===== config.mk =====
export PLATFORM = sky130hd
export DESIGN_NAME = trn_bclksclk_ml
export DESIGN_NICKNAME = d
export VERILOG_FILES = /design/src/rtl/trn_bclksclk_ml.sv
export SDC_FILE = /design/constraint.sdc
export NUM_CORES = 1
export LEC_CHECK = 0
export CORE_UTILIZATION = 30
export CTS_CLUSTER_SIZE = 20
export DETAILED_ROUTE_END_ITERATION = 16
export PLACE_DENSITY = 0.55
export SYNTH_ARGS = -nofsm -noshare
export SYNTH_HDL_FRONTEND = slang
export SYNTH_SLANG_ARGS = --single-unit

===== constraint.sdc =====
create_clock -name sclk -period 10 [get_ports sclk]
set_input_delay 2 -clock sclk [delete_from_list [all_inputs] [get_ports sclk]]
set_output_delay 2 -clock sclk [all_outputs]
set_load 0.005 [all_outputs]

===== src/rtl/trn_bclksclk_ml.sv =====
// trn_bclksclk_ml: multi-lane BCLK-to-SCLK alignment trainer.
// Rotates the shared VCO phase one step at a time, watches every enabled lane's
// gearbox RX pattern for a valid transition, then applies a programmable offset.
// Optional register readback port: define TRN_BCLKSCLK_RDDATA_EN to add
// apb_addr/bclk_rddata; without it those ports and their logic are absent.
module trn_bclksclk_ml #(
   parameter int unsigned NUM_LANES     = 2,
   parameter int unsigned GEAR_W        = 4,
   parameter int unsigned MAX_ROT       = 72,
   parameter int unsigned RESET_EVERY   = 9,
   parameter int unsigned CHECK_CYCLES  = 1024,
   parameter int unsigned SETTLE_CYCLES = 4,
   parameter int unsigned RESET_WAIT    = 31,
   parameter int unsigned OFFSET_W      = 3
) (
   input  logic                          sclk,
   input  logic                          reset_b,
   input  logic                          train,
   input  logic [NUM_LANES*GEAR_W-1:0]   bclk_igear_rx,
   input  logic [NUM_LANES-1:0]          lane_en,
   input  logic [OFFSET_W-1:0]           vcophs_offset,
   output logic                          vcophsel_bclk_sel,
   output logic                          vcophsel_rotate,
   output logic                          loadphs_b,
   output logic                          cmd_reset_lane,
   output logic                          done,
   output logic                          train_err,
   output logic [NUM_LANES-1:0]          lane_seen,
`ifdef TRN_BCLKSCLK_RDDATA_EN
   input  logic [3:0]                    apb_addr,
   output logic [7:0]                    bclk_rddata,
`endif
   output logic [7:0]                    rot_count
);

   // One shared delay/window counter, sized for the longest wait it must hold.
   localparam int unsigned MaxA   = (RESET_WAIT > SETTLE_CYCLES) ? RESET_WAIT : SETTLE_CYCLES;
   localparam int unsigned CntMax = (MaxA > CHECK_CYCLES - 1) ? MaxA : CHECK_CYCLES - 1;
   localparam int unsigned CntW   = (CntMax > 0) ? $clog2(CntMax + 1) : 1;

   typedef enum logic [4:0] {
      StIdle = 5'd0, StRese, StResw, StLoad, StDem, StChk, StRot, StMrst,
      StMrsw, StRreg, StOfst, StOfs2, StPaus, StWait, StDone, StFail
   } state_e;

   state_e                        r_state;
   state_e                        w_state_nxt;
   logic                          r_train_q;
   logic [CntW-1:0]               r_cnt;
   logic [OFFSET_W-1:0]           r_ofs_cnt;
   logic [7:0]                    r_rot_count;
   logic [NUM_LANES-1:0]          r_lane_en;
   logic [NUM_LANES-1:0]          r_lane_seen;
   logic [NUM_LANES*GEAR_W-1:0]   r_prev;
   logic                          r_bsel;
   logic                          r_rotate;
   logic                          r_cmd_reset;
   logic                          r_done;
   logic                          r_err;

   logic                          w_train_rise;
   logic                          w_cnt_last;
   logic [NUM_LANES-1:0]          w_trans;
   logic [NUM_LANES-1:0]          w_seen_nxt;
   logic                          w_all_seen;
   logic [7:0]                    w_rot_inc;
   logic                          w_rst_due;

   assign w_train_rise = train & ~r_train_q;
   // Waits leave on the cycle the counter reaches zero, so a load of N lasts N cycles.
   assign w_cnt_last   = (r_cnt <= CntW'(1));
   assign w_rot_inc    = (r_rot_count == 8'hFF) ? 8'hFF : r_rot_count + 8'd1;
   assign w_rst_due    = ((w_rot_inc % 8'(RESET_EVERY)) == 8'd0);

   // Per-lane transition detect; zero on either side never counts.
   always_comb begin
      w_trans = '0;
      for (int unsigned i = 0; i < NUM_LANES; i++) begin
         w_trans[i] = (r_prev[i*GEAR_W +: GEAR_W] != bclk_igear_rx[i*GEAR_W +: GEAR_W]) &&
                      (bclk_igear_rx[i*GEAR_W +: GEAR_W] != '0) &&
                      (r_prev[i*GEAR_W +: GEAR_W] != '0);
      end
   end

   assign w_seen_nxt = r_lane_seen | (w_trans & r_lane_en);
   assign w_all_seen = ((w_seen_nxt & r_lane_en) == r_lane_en);

   // Next-state decode.
   always_comb begin
      w_state_nxt = r_state;
      unique case (r_state)
         StIdle:  if (w_train_rise) w_state_nxt = StRese;
         StRese:  w_state_nxt = StResw;
         StResw:  if (w_cnt_last) w_state_nxt = StLoad;
         StLoad:  w_state_nxt = (lane_en == '0) ? StFail : StDem;
         StDem:   if (w_cnt_last) w_state_nxt = StChk;
         StChk: begin
            if (w_all_seen)                         w_state_nxt = StOfst;
            else if (r_cnt != '0)                   w_state_nxt = StChk;
            else if (r_rot_count == 8'(MAX_ROT))    w_state_nxt = StFail;
            else                                    w_state_nxt = StRot;
         end
         StRot:   w_state_nxt = w_rst_due ? StMrst : StDem;
         StMrst:  w_state_nxt = StMrsw;
         StMrsw:  if (w_cnt_last) w_state_nxt = StRreg;
         StRreg:  w_state_nxt = StDem;
         StOfst:  w_state_nxt = (r_ofs_cnt == vcophs_offset) ? StPaus : StOfs2;
         StOfs2:  w_state_nxt = StOfst;
         StPaus:  w_state_nxt = StWait;
         StWait:  if (w_cnt_last) w_state_nxt = StDone;
         StDone, StFail: if (w_train_rise) w_state_nxt = StRese;
         default: w_state_nxt = StIdle;
      endcase
   end

   // State, datapath and outputs; outputs are registered from the next state.
   always_ff @(posedge sclk or negedge reset_b) begin
      if (!reset_b) begin
         r_state     <= StIdle;
         r_train_q   <= 1'b0;
         r_cnt       <= '0;
         r_ofs_cnt   <= '0;
         r_rot_count <= '0;
         r_lane_en   <= '0;
         r_lane_seen <= '0;
         r_prev      <= '0;
         r_bsel      <= 1'b0;
         r_rotate    <= 1'b0;
         r_cmd_reset <= 1'b0;
         r_done      <= 1'b0;
         r_err       <= 1'b0;
      end else begin
         r_state     <= w_state_nxt;
         r_train_q   <= train;
         r_bsel      <= !(w_state_nxt inside {StIdle, StDone, StFail});
         r_rotate    <= (w_state_nxt inside {StRot, StOfs2});
         r_cmd_reset <= (w_state_nxt inside {StRese, StMrst, StPaus});
         r_done      <= (w_state_nxt inside {StDone, StFail});
         r_err       <= (w_state_nxt == StFail);
         case (r_state)
            StRese, StMrst: r_cnt <= CntW'(RESET_WAIT);
            StResw, StMrsw, StWait: if (r_cnt != '0) r_cnt <= r_cnt - CntW'(1);
            StLoad: begin
               r_rot_count <= '0;
               r_lane_en   <= lane_en;
               r_prev      <= bclk_igear_rx;
               r_cnt       <= CntW'(SETTLE_CYCLES);
            end
            StDem: begin
               r_lane_seen <= '0;
               if (w_cnt_last) r_cnt <= CntW'(CHECK_CYCLES - 1);
               else            r_cnt <= r_cnt - CntW'(1);
            end
            StChk: begin
               r_prev      <= bclk_igear_rx;
               r_lane_seen <= w_seen_nxt;
               r_ofs_cnt   <= '0;
               if (r_cnt != '0) r_cnt <= r_cnt - CntW'(1);
            end
            StRot: begin
               r_rot_count <= w_rot_inc;
               r_cnt       <= CntW'(SETTLE_CYCLES);
            end
            StRreg: begin
               r_prev <= bclk_igear_rx;
               r_cnt  <= CntW'(SETTLE_CYCLES);
            end
            StOfs2: r_ofs_cnt <= r_ofs_cnt + OFFSET_W'(1);
            StPaus: r_cnt <= CntW'(SETTLE_CYCLES);
            default: ;
         endcase
      end
   end

   assign vcophsel_bclk_sel = r_bsel;
   assign vcophsel_rotate   = r_rotate;
   assign loadphs_b         = 1'b1;
   assign cmd_reset_lane    = r_cmd_reset;
   assign done              = r_done;
   assign train_err         = r_err;
   assign lane_seen         = r_lane_seen;
   assign rot_count         = r_rot_count;

`ifdef TRN_BCLKSCLK_RDDATA_EN
   localparam int unsigned SeenW = (NUM_LANES < 8) ? NUM_LANES : 8;

   logic [7:0] r_rddata;
   logic [7:0] w_seen8;

   assign w_seen8 = 8'(r_lane_seen[SeenW-1:0]);

   // Readback mux, registered one cycle after the address.
   always_ff @(posedge sclk or negedge reset_b) begin
      if (!reset_b) begin
         r_rddata <= '0;
      end else begin
         case (apb_addr)
            4'd0:    r_rddata <= r_rot_count;
            4'd1:    r_rddata <= {r_err, r_done, 1'b0, r_state};
            4'd2:    r_rddata <= w_seen8;
            default: r_rddata <= '0;
         endcase
      end
   end

   assign bclk_rddata = r_rddata;
`endif

endmodule

Yosys cells after proc, flatten, opt, wreduce, memory -nomap -nowiden
Index checks and enable logic that the tools add are counted.
{"block": "totals", "regBits": 44, "output_inout_bits": 16, "elab_cells": 99, "inputBits": 16}
{"block": "classes", "n_div": 1, "add_sub_neg": 3, "mux": 19, "n_eq_ne": 29, "reduce_logical": 28, "order_cmp": 1, "n_bitwise": 5}
{"operator": "case mux 5 bit (14 select lines)", "count": 1}
{"operator": "equality test 5 x 4 -> 1 bit, second input constant", "count": 12}
{"operator": "case mux 10 bit (4 select lines)", "count": 1}
{"operator": "equality test 5 x 3 -> 1 bit, second input constant", "count": 6}
{"operator": "two-way mux 5 bit", "count": 5}
{"operator": "two-way mux 10 bit", "count": 2}
{"operator": "nonzero test 4 bit", "count": 5}
{"operator": "two-way mux 4 bit", "count": 4}
{"operator": "case mux 8 bit (2 select lines)", "count": 1}
{"operator": "equality test 5 x 1 -> 1 bit, second input constant", "count": 2}
{"operator": "equality test 5 x 2 -> 1 bit, second input constant", "count": 2}
{"operator": "less-or-equal comparator 10 x 1 -> 1 bit, second input constant", "count": 1}
{"operator": "logical NOT 5 bit", "count": 2}
{"operator": "nonzero test 10 bit", "count": 1}
{"operator": "nonzero test 2 bit", "count": 5}
{"operator": "subtractor 10 x 1 -> 10 bit, second input constant", "count": 1}
{"operator": "adder 8 x 1 -> 8 bit, second input constant", "count": 1}
{"operator": "equality test 8 x 7 -> 1 bit, second input constant", "count": 1}
{"operator": "equality test 8 bit, second input constant", "count": 1}
{"operator": "logical NOT 8 bit", "count": 1}
{"operator": "remainder unit 8 x 4 -> 8 bit, second input constant", "count": 1}
{"operator": "two-way mux 8 bit", "count": 1}
{"operator": "inequality test 4 bit", "count": 2}
{"operator": "OR reduction 4 bit", "count": 2}
{"operator": "other kinds (19)", "count": 25}

Longest topological paths before layout
Gate-level depths: netlist (run 1).
{"block": "logic_depth", "ltp_word": 12, "ltp_mapped": 27, "depth_no_buf": 26}

Worst setup path before layout (run 1)
No wires, ideal clock.
{"block": "synth_timing", "kind": "reg-to-reg", "from": "register r_rot_count[1], in the netlist rot_count[1]", "to": "register r_err, in the netlist train_err", "path_stages_with_launch": 27, "t_required_ps": 9927, "slack_ps": 4421, "period_less_slack_ps": 5579, "n_path_buf": 1, "setup_ps": 73, "t_arrival_ps": 5506, "path_cell_list": "dfrtp_1 ha_1 buf_2 and4_1 and3_1 nor3_1 ha_1 o41ai_2 nand2_1 xnor2_1 inv_1 ha_1 a21oi_2 o21a_4 xnor2_1 ha_1 a21oi_1 a21oi_1 nor2_1 xnor2_1 ha_1 or2_2 a211oi_1 o22a_1 a2111oi_0 a211o_1 a21oi_2"}
{"block": "synth_via", "elab_chain_cells": 7, "elab_cells_between_ends": 12, "cone_classes": "1 x add/sub; 1 x div; 3 x eq/ne; 6 x mux; 1 x reduce/logical"}
{"item": "from (decl)", "line": "51", "text": "logic [7:0] r_rot_count;"}
{"item": "from (signal assigned)", "line": "161", "text": "r_rot_count <= w_rot_inc;"}
{"item": "adder 8 x 1 -> 8 bit or equality test 8 bit (tied branches)", "line": "72", "text": "assign w_rot_inc = (r_rot_count == 8'hFF) ? 8'hFF : r_rot_count + 8'd1;"}
{"item": "two-way mux 8 bit", "line": "72"}
{"item": "remainder unit 8 x 4 -> 8 bit", "line": "73", "text": "assign w_rst_due = ((w_rot_inc % 8'(RESET_EVERY)) == 8'd0);"}
{"item": "logical NOT 8 bit", "line": "73"}
{"item": "two-way mux 2 bit", "line": "103", "text": "StRot: w_state_nxt = w_rst_due ? StMrst : StDem;"}
{"item": "case mux 5 bit (14 select lines) *", "line": "91", "text": "unique case (r_state)"}
{"item": "equality test 5 x 4 -> 1 bit *", "line": "139", "text": "r_err <= (w_state_nxt == StFail);"}
{"item": "to (signal assigned)", "line": "139"}
{"item": "to (decl)", "line": "59", "text": "logic r_err;"}
Every way passes the cells marked *; elsewhere a longest branch is shown, timed or not.
A chain may end at the register's enable or synchronous reset.

Worst setup path after layout (run 1)
Same ends and word-level chain as after synthesis.

==> run_results.csv, run 1 <==
group,metric,value,unit
logic_synthesis,synthArstFlopShare,100,%
finish,num_antenna_cells,0,
detailed_routing,first_pass_iters,5,
cts,numCtsBuffers,5,
timing,relSlewSlack,22.7,%
global_route,grt-ovfl-total,0,
global_route,grt_pass1_vias,3413,
run_status,outcome,"finished clean",
finish,drive_gt1_share,8.43,%
finish,area_growth_syn_to_layout,14.8,%
detailed_routing,drt_iter0_drc,258,
floorplan,dieArea,13400,um2
detailed_routing,vias,3778,
logic_synthesis,yosys-top-cells-count,"nor2_1, dfrtp_1, nand2_1",
finish,finalCoreUtilization,35.2,%
worst_setup_path,required,10.21,ns
cts,cts_setup_buffers,0,
detailed_routing,wirelength,10300,um
floorplan,placementRows,41,
cts,hold_buffers,0,
cts,clk_pin_slew_worst_paths,0.06,ns
global_route,track_usage,15.9,%
worst_setup_path,worstPathArrival,6.77,ns
logic_synthesis,synth_cell_types,79,
global_route,antenna_found_initial,0,
power_and_ir_drop,p_per_area,132,nW/um2
logic_synthesis,synthAdderAreaFrac,3.55,%
cts,cts_tree,"yes",
worst_setup_path,crit_type,"flop to flop",
floorplan,die_w,116,um
logic_synthesis,syn_inst,481,
logic_synthesis,synth_top_family_by_area,"compound AO/OA/AOI/OAI gates",
detailed_routing,wl_per_cell,15.4,um
logic_synthesis,synth-compound-area-share,29.8,%
logic_synthesis,synth_most_common_cell,"nor2_1",
placement,place.gp.congestion,0.864,
logic_synthesis,synth_area_leader_cell,"dfrtp_1",
timing,fin_setup_tns,0,ns
timing,timing.fmax,153,MHz
logic_synthesis,synth_top_flop_cell,"dfrtp_1",
timing,rsz0062_at_grt,"no",
global_route,grt_max_degree,45,
worst_setup_path,cp-end-kind,"flop",
logic_synthesis,synth_top_area_share,28.4,%
logic_synthesis,synth_edf_count,0,
logic_synthesis,yosysWarnings,0,
cts,clk_latency,0.28,ns
cts,root_buffer,"clkbuf_16",
cts,postCtsResizedCells,0,
timing,min_period,6.56,ns
logic_synthesis,synth_simple_gate_area_share,24.7,%
timing,slew_violations,0,
logic_synthesis,netlist_top_cells_area,"dfrtp_1, nor2_1, a21oi_1, o21ai_0, nand2_1",
detailed_routing,vias_per_cell,5.64,
floorplan,die_y,116,um
placement,io_buffers,30,
logic_synthesis,synth.area.mux_share,4.88,%
cts,clk_path_buf_depth,2,
placement,place_hpwl,7510,um
worst_setup_path,worst-path-max-fanout,12,
flow_run,cap_violations,0,
floorplan,fp.coreArea,12600,um2
detailed_routing,ant_nets,0,
logic_synthesis,synth_nets,508,
timing,setup_viol,0,
floorplan,pin_count,32,
detailed_routing,route.detailed.drc,0,
timing,finalHoldViolations,0,
logic_synthesis,avgSynthCellArea,8.05,um2
cts,cts_max_level,2,
worst_setup_path,start_kind,"flop",
power_and_ir_drop,ir_drop,64.2,uV
hold_path,hp-class,"flop to flop",
timing,skew,0.00566,ns
cts,clock_sinks,44,
timing,fin_crit_sh,65.6,%
power_and_ir_drop,p_leak,0.00176,uW
logic_synthesis,synth_xor_area_share,4.30,%
logic_synthesis,netlist_area,3870,um2
global_route,grt_pass1_wl,17100,um
finish,final_nets,524,
floorplan,initial_core_util,30.7,%
logic_synthesis,ys_seq_area_share,28.4,%
logic_synthesis,ys_ff_latch,44,
timing,tightest_slew,1.14,ns
## metal layers
layer / share of wire (%) / global-route usage, % / wire [um]
met5: 0 / 0 / 0
met3: 4.0 / 1.99 / 411
met4: 1.4 / 4.10 / 147
met1: 50 / 23.2 / 5160
met2: 44 / 24.7 / 4580
## report_power, final
| part | switching (uW) | total [uW] | internal [uW] |
|---|---|---|---|
| sequential | 37.0 | 245 | 208 |
| combinational | 96.0 | 176 | 79.7 |
| clock | 66.9 | 166 | 99.5 |
| total | 200 | 587 | 387 |
## worst paths after layout
| path | cells past startpoint | from | slack (ns) | end |
|---|---|---|---|---|
| max | 26 | rot_count[1] | 3.44 | train_err |
| min | 2 | r_cnt[5] | 0.51 | r_cnt[5] |
| max reg2reg | 26 | rot_count[1] | 3.44 | train_err |
| min reg2reg | 2 | r_cnt[5] | 0.51 | r_cnt[5] |
| max in group asynchronous | 1 | reset_b | 7.50 | r_cnt[5] |
| min in group asynchronous | 1 | reset_b | 1.87 | r_prev[3] |
## state kept, by name, summed over array words and instances (netlist names)
register	count
cmd_reset_lane	1
done	1
lane_seen	2
r_cnt	10
r_lane_en	2
r_ofs_cnt	3
r_prev	8
r_state	5
r_train_q	1
rot_count	8
train_err	1
vcophsel_bclk_sel	1
vcophsel_rotate	1
## logic make-up after synthesis
kind of cell               Yosys count
muxes                               17
adders and majority gates           11
other                                2
DFF                                 44
AOI/OAI and AO/OA                  162
and+or+nand+nor                    187
buffers and inverters               39
xor gates and xnor gates            19
## metrics by stage
stage / power, uW / hold slack, ns / setup WS (ns) / area [um2] / instances
finish: 587 / 0.513 / 3.44 / 4450 / 670
floorplan: 368 / 0.461 / 4.42 / 3870 / 481
CTS: 591 / 0.525 / 3.54 / 4450 / 670
detailed placement: 423 / 0.510 / 3.60 / 4300 / 662
global route: 627 / 0.553 / 3.04 / 4450 / 670
global placement: 418 / 0.492 / 3.92 / 4300 / 662
## layout by cell type, fill, tap and decap left out, drive strengths merged, types with 9 or more instances in the layout
master | synthesis | final
a31oi | 12 | 12
nor3 | 22 | 22
clkdlybuf4s50 | 0 | 29
dfrtp | 44 | 44
nand3 | 18 | 18
nand2 | 38 | 38
mux2 | 12 | 12
xnor2 | 15 | 15
inv | 17 | 17
a21oi | 38 | 38
nand4 | 9 | 9
nor2 | 51 | 51
nand2b | 10 | 10
o21ai | 34 | 34
ha | 11 | 11
## cell type report
class	instances	area (um2)
Clock inverter	1	7.51
Inverter	17	63.8
Fill cell	1355	8170
Clock buffer	7	143
Tap cell	172	215
Multi-Input combinational cell	398	2610
Sequential cell	44	1100
Timing Repair Buffer	31	303
## critical path, cell delays in order (launching register included)
cell       delay (ns)
dfrtp_1          0.50
ha_1             0.54
nand3_4          0.20
o21ai_0          0.22
o22a_1           0.20
nor3_1           0.09
ha_1             0.31
o41ai_2          0.49
nand2_1          0.17
xnor2_1          0.31
inv_1            0.11
ha_1             0.25
a21oi_2          0.24
o21a_4           0.20
xnor2_1          0.16
ha_1             0.23
a21oi_1          0.08
a21oi_1          0.34
nor2_1           0.14
xnor2_1          0.15
ha_1             0.22
or2_2            0.31
a211oi_1         0.27
o22a_1           0.19
a2111oi_0        0.06
a211o_1          0.37
a21oi_2          0.13
Power figures use the tool's default switching activity.
==> inputs of run 2 (changes only) <==
--- a/config.mk
+++ b/config.mk
@@ -8,7 +8,7 @@
 export CORE_UTILIZATION = 30
 export CTS_CLUSTER_SIZE = 20
 export DETAILED_ROUTE_END_ITERATION = 16
-export PLACE_DENSITY = 0.55
+export PLACE_DENSITY = 0.56
 export SYNTH_ARGS = -nofsm -noshare
 export SYNTH_HDL_FRONTEND = slang
 export SYNTH_SLANG_ARGS = --single-unit
==> constraint.sdc (replaced) <==
create_clock -name sclk -period 5.9 [get_ports sclk]
set_input_delay 1.18 -clock sclk [delete_from_list [all_inputs] [get_ports sclk]]
set_output_delay 1.18 -clock sclk [all_outputs]
set_load 0.005 [all_outputs]
==> run_results.csv, run 2 (synthesized netlist as in run 1, its figures left out) <==
group,metric,value,unit
run_status,outcome,"finished clean",
detailed_routing,vias_per_cell,5.61,
cts,root_buffer,"clkbuf_16",
timing,fin_crit_sh,93.4,%
power_and_ir_drop,p_per_area,223,nW/um2
global_route,antenna_found_initial,0,
finish,fillers,1334,
worst_setup_path,start_kind,"flop",
detailed_routing,vias,3840,
worst_setup_path,crit_type,"flop to flop",
finish,layout_common_cells,"nor2_1, dfrtp_1, nand2_1, a21oi_1, o21ai_0",
detailed_routing,route.detailed.drc,0,
worst_setup_path,max_stage_delay,0.41,ns
cts,numCtsBuffers,5,
power_and_ir_drop,power,1040,uW
timing,setup_viol,0,
finish,num_antenna_cells,0,
finish,final_nets,539,
placement,place_area,4400,um2
finish,design_area,4630,um2
worst_setup_path,required,6.12,ns
finish,largest_reg_flops,10,
cts,cts_tree,"yes",
timing,rsz0062_at_grt,"no",
global_route,grt_max_degree,45,
worst_setup_path,cp_common_cell,"ha_1",
placement,place_hpwl,7590,um
timing,skew,0.00780,ns
finish,layout_commonest_cell,"nor2_1",
worst_setup_path,slowest_stage,"dfrtp_1",
placement,place.gp.congestion,0.834,
floorplan,initial_core_util,30.7,%
timing,relSlewSlack,25.2,%
timing,slew_violations,0,
hold_path,hp-class,"flop to flop",
detailed_routing,drt_iter0_drc,306,
floorplan,die_y,116,um
cts,clk_latency,0.29,ns
worst_setup_path,crit_buf_inv,2,
detailed_routing,wirelength,10200,um
global_route,grt_pass1_vias,3566,
global_route,track_usage,15.6,%
floorplan,die_w,116,um
floorplan,dieArea,13400,um2
finish,area_growth_syn_to_layout,19.7,%
floorplan,placementRows,41,
worst_setup_path,worst-path-max-fanout,6,
finish,regMostFlops,"r_cnt",
timing,tightest_slew,1.10,ns
global_route,grt-ovfl-total,0,
detailed_routing,first_pass_iters,5,
worst_setup_path,worstPathArrival,5.73,ns
cts,clk_pin_slew_worst_paths,0.07,ns
timing,min_period,5.51,ns
detailed_routing,ant_nets,0,
cts,cts_max_level,2,
detailed_routing,wl_per_cell,14.9,um
global_route,grt_pass1_wl,16900,um
worst_setup_path,cp-end-kind,"flop",
floorplan,pin_count,32,
worst_setup_path,crit_family,"compound AO/OA/AOI/OAI gates",
placement,io_buffers,30,
timing,timing.fmax,181,MHz
power_and_ir_drop,ir_drop,185,uV
timing,finalHoldViolations,0,
cts,clk_path_buf_depth,2,
cts,clock_sinks,44,
finish,drive_gt1_share,13.1,%
power_and_ir_drop,p_leak,0.00187,uW
flow_run,cap_violations,0,
floorplan,fp.coreArea,12600,um2
==> run 2: cell count changes in the layout (fill, tap and decap cells not counted), moves of 2 or more <==
cell / delta
dfrtp_1: -3
buf_4: +15
dfrtp_2: +3
clkinv_4: +2
==> run 2: path summary, 6_finish.rpt <==
check / start / to / slack [ns] / depth (start not counted)
max in group asynchronous: reset_b / rot_count[5] / 4.17 / 1
worst min register to register: r_ofs_cnt[2] / r_ofs_cnt[2] / 0.51 / 1
worst max-delay path: rot_count[0] / train_err / 0.39 / 26
min in group asynchronous: reset_b / r_prev[3] / 1.05 / 1
worst max register to register: rot_count[0] / train_err / 0.39 / 26
worst min-delay path: r_ofs_cnt[2] / r_ofs_cnt[2] / 0.51 / 1
==> run 2: metal layers <==
metal	wire length, um	track usage, %	up-vias	share of wire (%)
met1	4940	21.5	1840	48
li1	-	-	1879	-
met3	462	1.78	10	4.5
met4	88	3.42	0	0.86
met5	0	0	-	0
met2	4730	26.3	111	46
==> run 2: where the power goes <==
part | total (uW) | leakage (uW) | internal (uW) | switching [uW]
Sequential | 412 | 0.000566 | 352 | 60.1
Clock | 321 | 0.0000840 | 201 | 119
Combinational | 303 | 0.00122 | 142 | 161
==> run 2: what timing repair did <==
item,in CTS,in global routing
gates cloned,0,0
pin swaps,0,2
buffers inserted,0,1
resized for setup,2,10
endpoints found under the setup margin,4,4
hold buffers,0,0
==> run 2: worst register-to-register path: cells and delay by family, from the launching register on <==
kind	cells	cell delay [ns]
DFF	1	0.41
buffers and inverters	2	0.26
xor gates and xnor gates	3	0.37
AOI/OAI and AO/OA	12	2.55
and+or+nand+nor	5	0.92
adders and majority gates	4	0.94
==> run 2: layout make-up <==
cell class | count | area, um2 | share of cell area, %
timing repair buffer | 46 | 415 | 8.96
inverter | 17 | 63.8 | 1.38
tap | 172 | 215 | 4.64
clock inverter | 3 | 47.5 | 1.03
sequential | 44 | 1100 | 23.8
multi-input combinational | 398 | 2660 | 57.5
clock buffer | 5 | 125 | 2.70
==> run 2: metrics by stage <==
step / setup slack [ns] / cells / hold WS, ns / setup TNS, ns / utilization (%)
CTS: 0.0631 / 684 / 0.514 / 0 / 36.3
global placement: 0.226 / 676 / 0.493 / 0 / 34.9
detailed placement: -0.0670 / 676 / 0.500 / -0.160 / 34.9
global route: 0.0494 / 685 / 0.530 / 0 / 36.7
finish: 0.389 / 685 / 0.509 / 0 / 36.7
floorplan: 0.321 / 481 / 0.461 / 0 / -
==> patch, RTL diff (config.mk and constraints of run 2) <==
Add a define of `TRN_BCLKSCLK_RDDATA_EN`.
--- a/src/rtl/trn_bclksclk_ml.sv
+++ b/src/rtl/trn_bclksclk_ml.sv
@@ -3,6 +3,8 @@
 // gearbox RX pattern for a valid transition, then applies a programmable offset.
 // Optional register readback port: define TRN_BCLKSCLK_RDDATA_EN to add
 // apb_addr/bclk_rddata; without it those ports and their logic are absent.
+`define TRN_BCLKSCLK_RDDATA_EN
+
 module trn_bclksclk_ml #(
    parameter int unsigned NUM_LANES     = 2,
    parameter int unsigned GEAR_W        = 4,
Ports: changed (added apb_addr and bclk_rddata); port bits go from 32 to 44. The function was not compared with the original's and may differ.
==> patch against run 2 <==
- critical path type unchanged
- sequential cell count rose by 8
- the run now ends with setup timing left
- area after synthesis rose by 19%
- highest routed layer unchanged
- first-iteration DRC count rose by 4.9%
- via count rose by 28%
- routed wire length rose by 43%
- cell area rose by 40%
- worst setup slack got worse by 0.68 ns
- critical endpoint is now vcophsel_bclk_sel$_DFF_PN0_
- power fell by 13%
==> patch: results (changes against run 2) <==
[synthesis]
synth-warning-count = 0  ; unchanged
avgSynthCellArea_um2 = 8.18  ; +1.7%
synth_top_cells_by_count = nor2_1, dfrtp_1, a21oi_1, nand2_1, o21ai_0
yosysSeqAreaShare = 0.282  ; -0.00241
synth.area.top_cells = dfrtp_1, a21oi_1, nor2_1
synthesis.nets = 598  ; +18%
synthDistinctLibCells = 93  ; +18%
async_reset_ff_frac = 1.00  ; unchanged

[setup_path]
slowest_stage = dfrtp_2
reg2reg_slack_ns = -0.29  ; -0.68 ns
crit_family = compound AO/OA/AOI/OAI gates
crit_arrival_ns = 6.36  ; +0.63 ns
cpPeakStageDelay_ns = 0.44  ; +0.03 ns
critPathMaxFanout = 5  ; -1

[run]
maxCapViolations = 0  ; unchanged

[grt]
grt_use_total = 0.184  ; +0.0285
grt_max_degree = 53  ; +18%
grt_pass1_vias = 4870  ; +37%
antenna_found_initial = 0  ; unchanged
grt_pass1_wl_um = 24000  ; +42%

[place]
gp_congestion = 0.920  ; +10%
placed_cells = 860  ; +27%
portBuffers = 42  ; +40%
hpwl_um = 11200  ; +48%

[cells_and_area]
largest_reg_flops = 10  ; unchanged
regMostFlops = r_cnt
drive_gt1_frac = 0.308  ; +0.178
final_cells = 888  ; +30%
fillers = 1412  ; +5.8%
nNetsFinal = 737  ; +37%
antenna_cells = 0  ; unchanged

[timing]
setup_viol = 6  ; +6
fin_ws_ns = -0.288  ; -0.677 ns
fin_worst_skew_ns = 0.00639  ; -0.00142 ns
worst_slew_pin_slew_ns = 0.853  ; -0.251 ns
whs_ns = 0.503  ; -0.00533 ns

[routing]
wire_per_inst_um = 16.5  ; +10%
drtIter0Drc = 321  ; +4.9%
vias_per_cell = 5.52  ; -1.5%
drtPass1Iterations = 5  ; unchanged

[run_status]
status = complete, but fails checks
violations = setup timing

[cts]
cts_buffers = 5  ; unchanged
clk_latency_ns = 0.29  ; about the same
cts_root_buffer = clkbuf_16
htree_levels = 2  ; unchanged
clockBufferDepth = 2  ; unchanged
clkTransAtPathRegs_ns = 0.07  ; about the same

[pwr]
peakVddDrop_v = 0.000132  ; -29%
leakage_nw = 2.69  ; +44%
swShare = 0.290  ; -0.0389

[min_path]
hold_path_class = flip-flop to flip-flop

## patch: area by class of cell
class,count,area [um2],area share
Tap cell,184,230,0.0354
Clock buffer,5,125,0.0192
Inverter,23,86.3,0.0133
Clock inverter,3,26.3,0.00404
Sequential cell,52,1310,0.200
Timing Repair Buffer,158,1290,0.198
Multi-Input combinational cell,463,3450,0.530
## patch: worst paths after layout
check | from | end | cells past startpoint
worst max-delay path | rot_count[0]$_DFFE_PN0P_ | vcophsel_bclk_sel$_DFF_PN0_ | 33
worst min-delay path | r_ofs_cnt[2]$_DFFE_PN0P_ | r_ofs_cnt[2]$_DFFE_PN0P_ | 1
worst max register to register | rot_count[0]$_DFFE_PN0P_ | vcophsel_bclk_sel$_DFF_PN0_ | 33
worst min register to register | r_ofs_cnt[2]$_DFFE_PN0P_ | r_ofs_cnt[2]$_DFFE_PN0P_ | 1
max in group asynchronous | reset_b | rot_count[0]$_DFFE_PN0P_ | 2
min in group asynchronous | reset_b | bclk_rddata[5]$_DFF_PN0_ | 2
## patch: logic make-up after synthesis
kind of cell | share of synthesized area
XOR/XNOR | 0.0398
AND/OR/NAND/NOR | 0.234
adder cells (fa/ha/maj) | 0.0423
AO/OA/AOI/OAI | 0.294
multiplexers | 0.0591
flip-flops | 0.282
buffers and inverters | 0.0472
other | 0.00163
## patch: per-layer routing
metal	part of all wire	GRT usage	routed length, um	vias up
li1	-	-	-	2397
met5	0	0	0	-
met4	0.019	0.0574	276	0
met2	0.48	0.319	7010	123
met1	0.47	0.243	6870	2362
met3	0.032	0.0153	469	20
## patch: power groups by stage
stage	clock [mW]	sequential (mW)	combinational (mW)
2_1_floorplan	0	0.416	0.120
3_3_place_gp	0	0.430	0.169
3_5_place_dp	0	0.431	0.174
4_1_cts	0.307	0.425	0.180
5_1_grt	0.322	0.430	0.200
6_report	0.298	0.425	0.182
## patch: what timing repair did
action | CTS | global route
setup endpoints to repair | 6 | 6
hold buffers | 0 | 0
gates resized for setup | 26 | 15
pin swaps | 28 | 9
buffers inserted | 12 | 8
## patch: metrics by stage
| stage | utilization | setup slack, ns | setup TNS (ns) | area [um2] | power [mW] |
|---|---|---|---|---|---|
| floorplan | - | -1.01 | -4.63 | 4770 | 0.536 |
| global placement | 0.407 | -0.393 | -1.58 | 6010 | 0.599 |
| detailed placement | 0.407 | -0.644 | -2.99 | 6010 | 0.605 |
| CTS | 0.433 | -0.263 | -0.856 | 6380 | 0.911 |
| global route | 0.441 | -0.540 | -2.45 | 6510 | 0.952 |
| finish | 0.441 | -0.288 | -0.888 | 6510 | 0.904 |
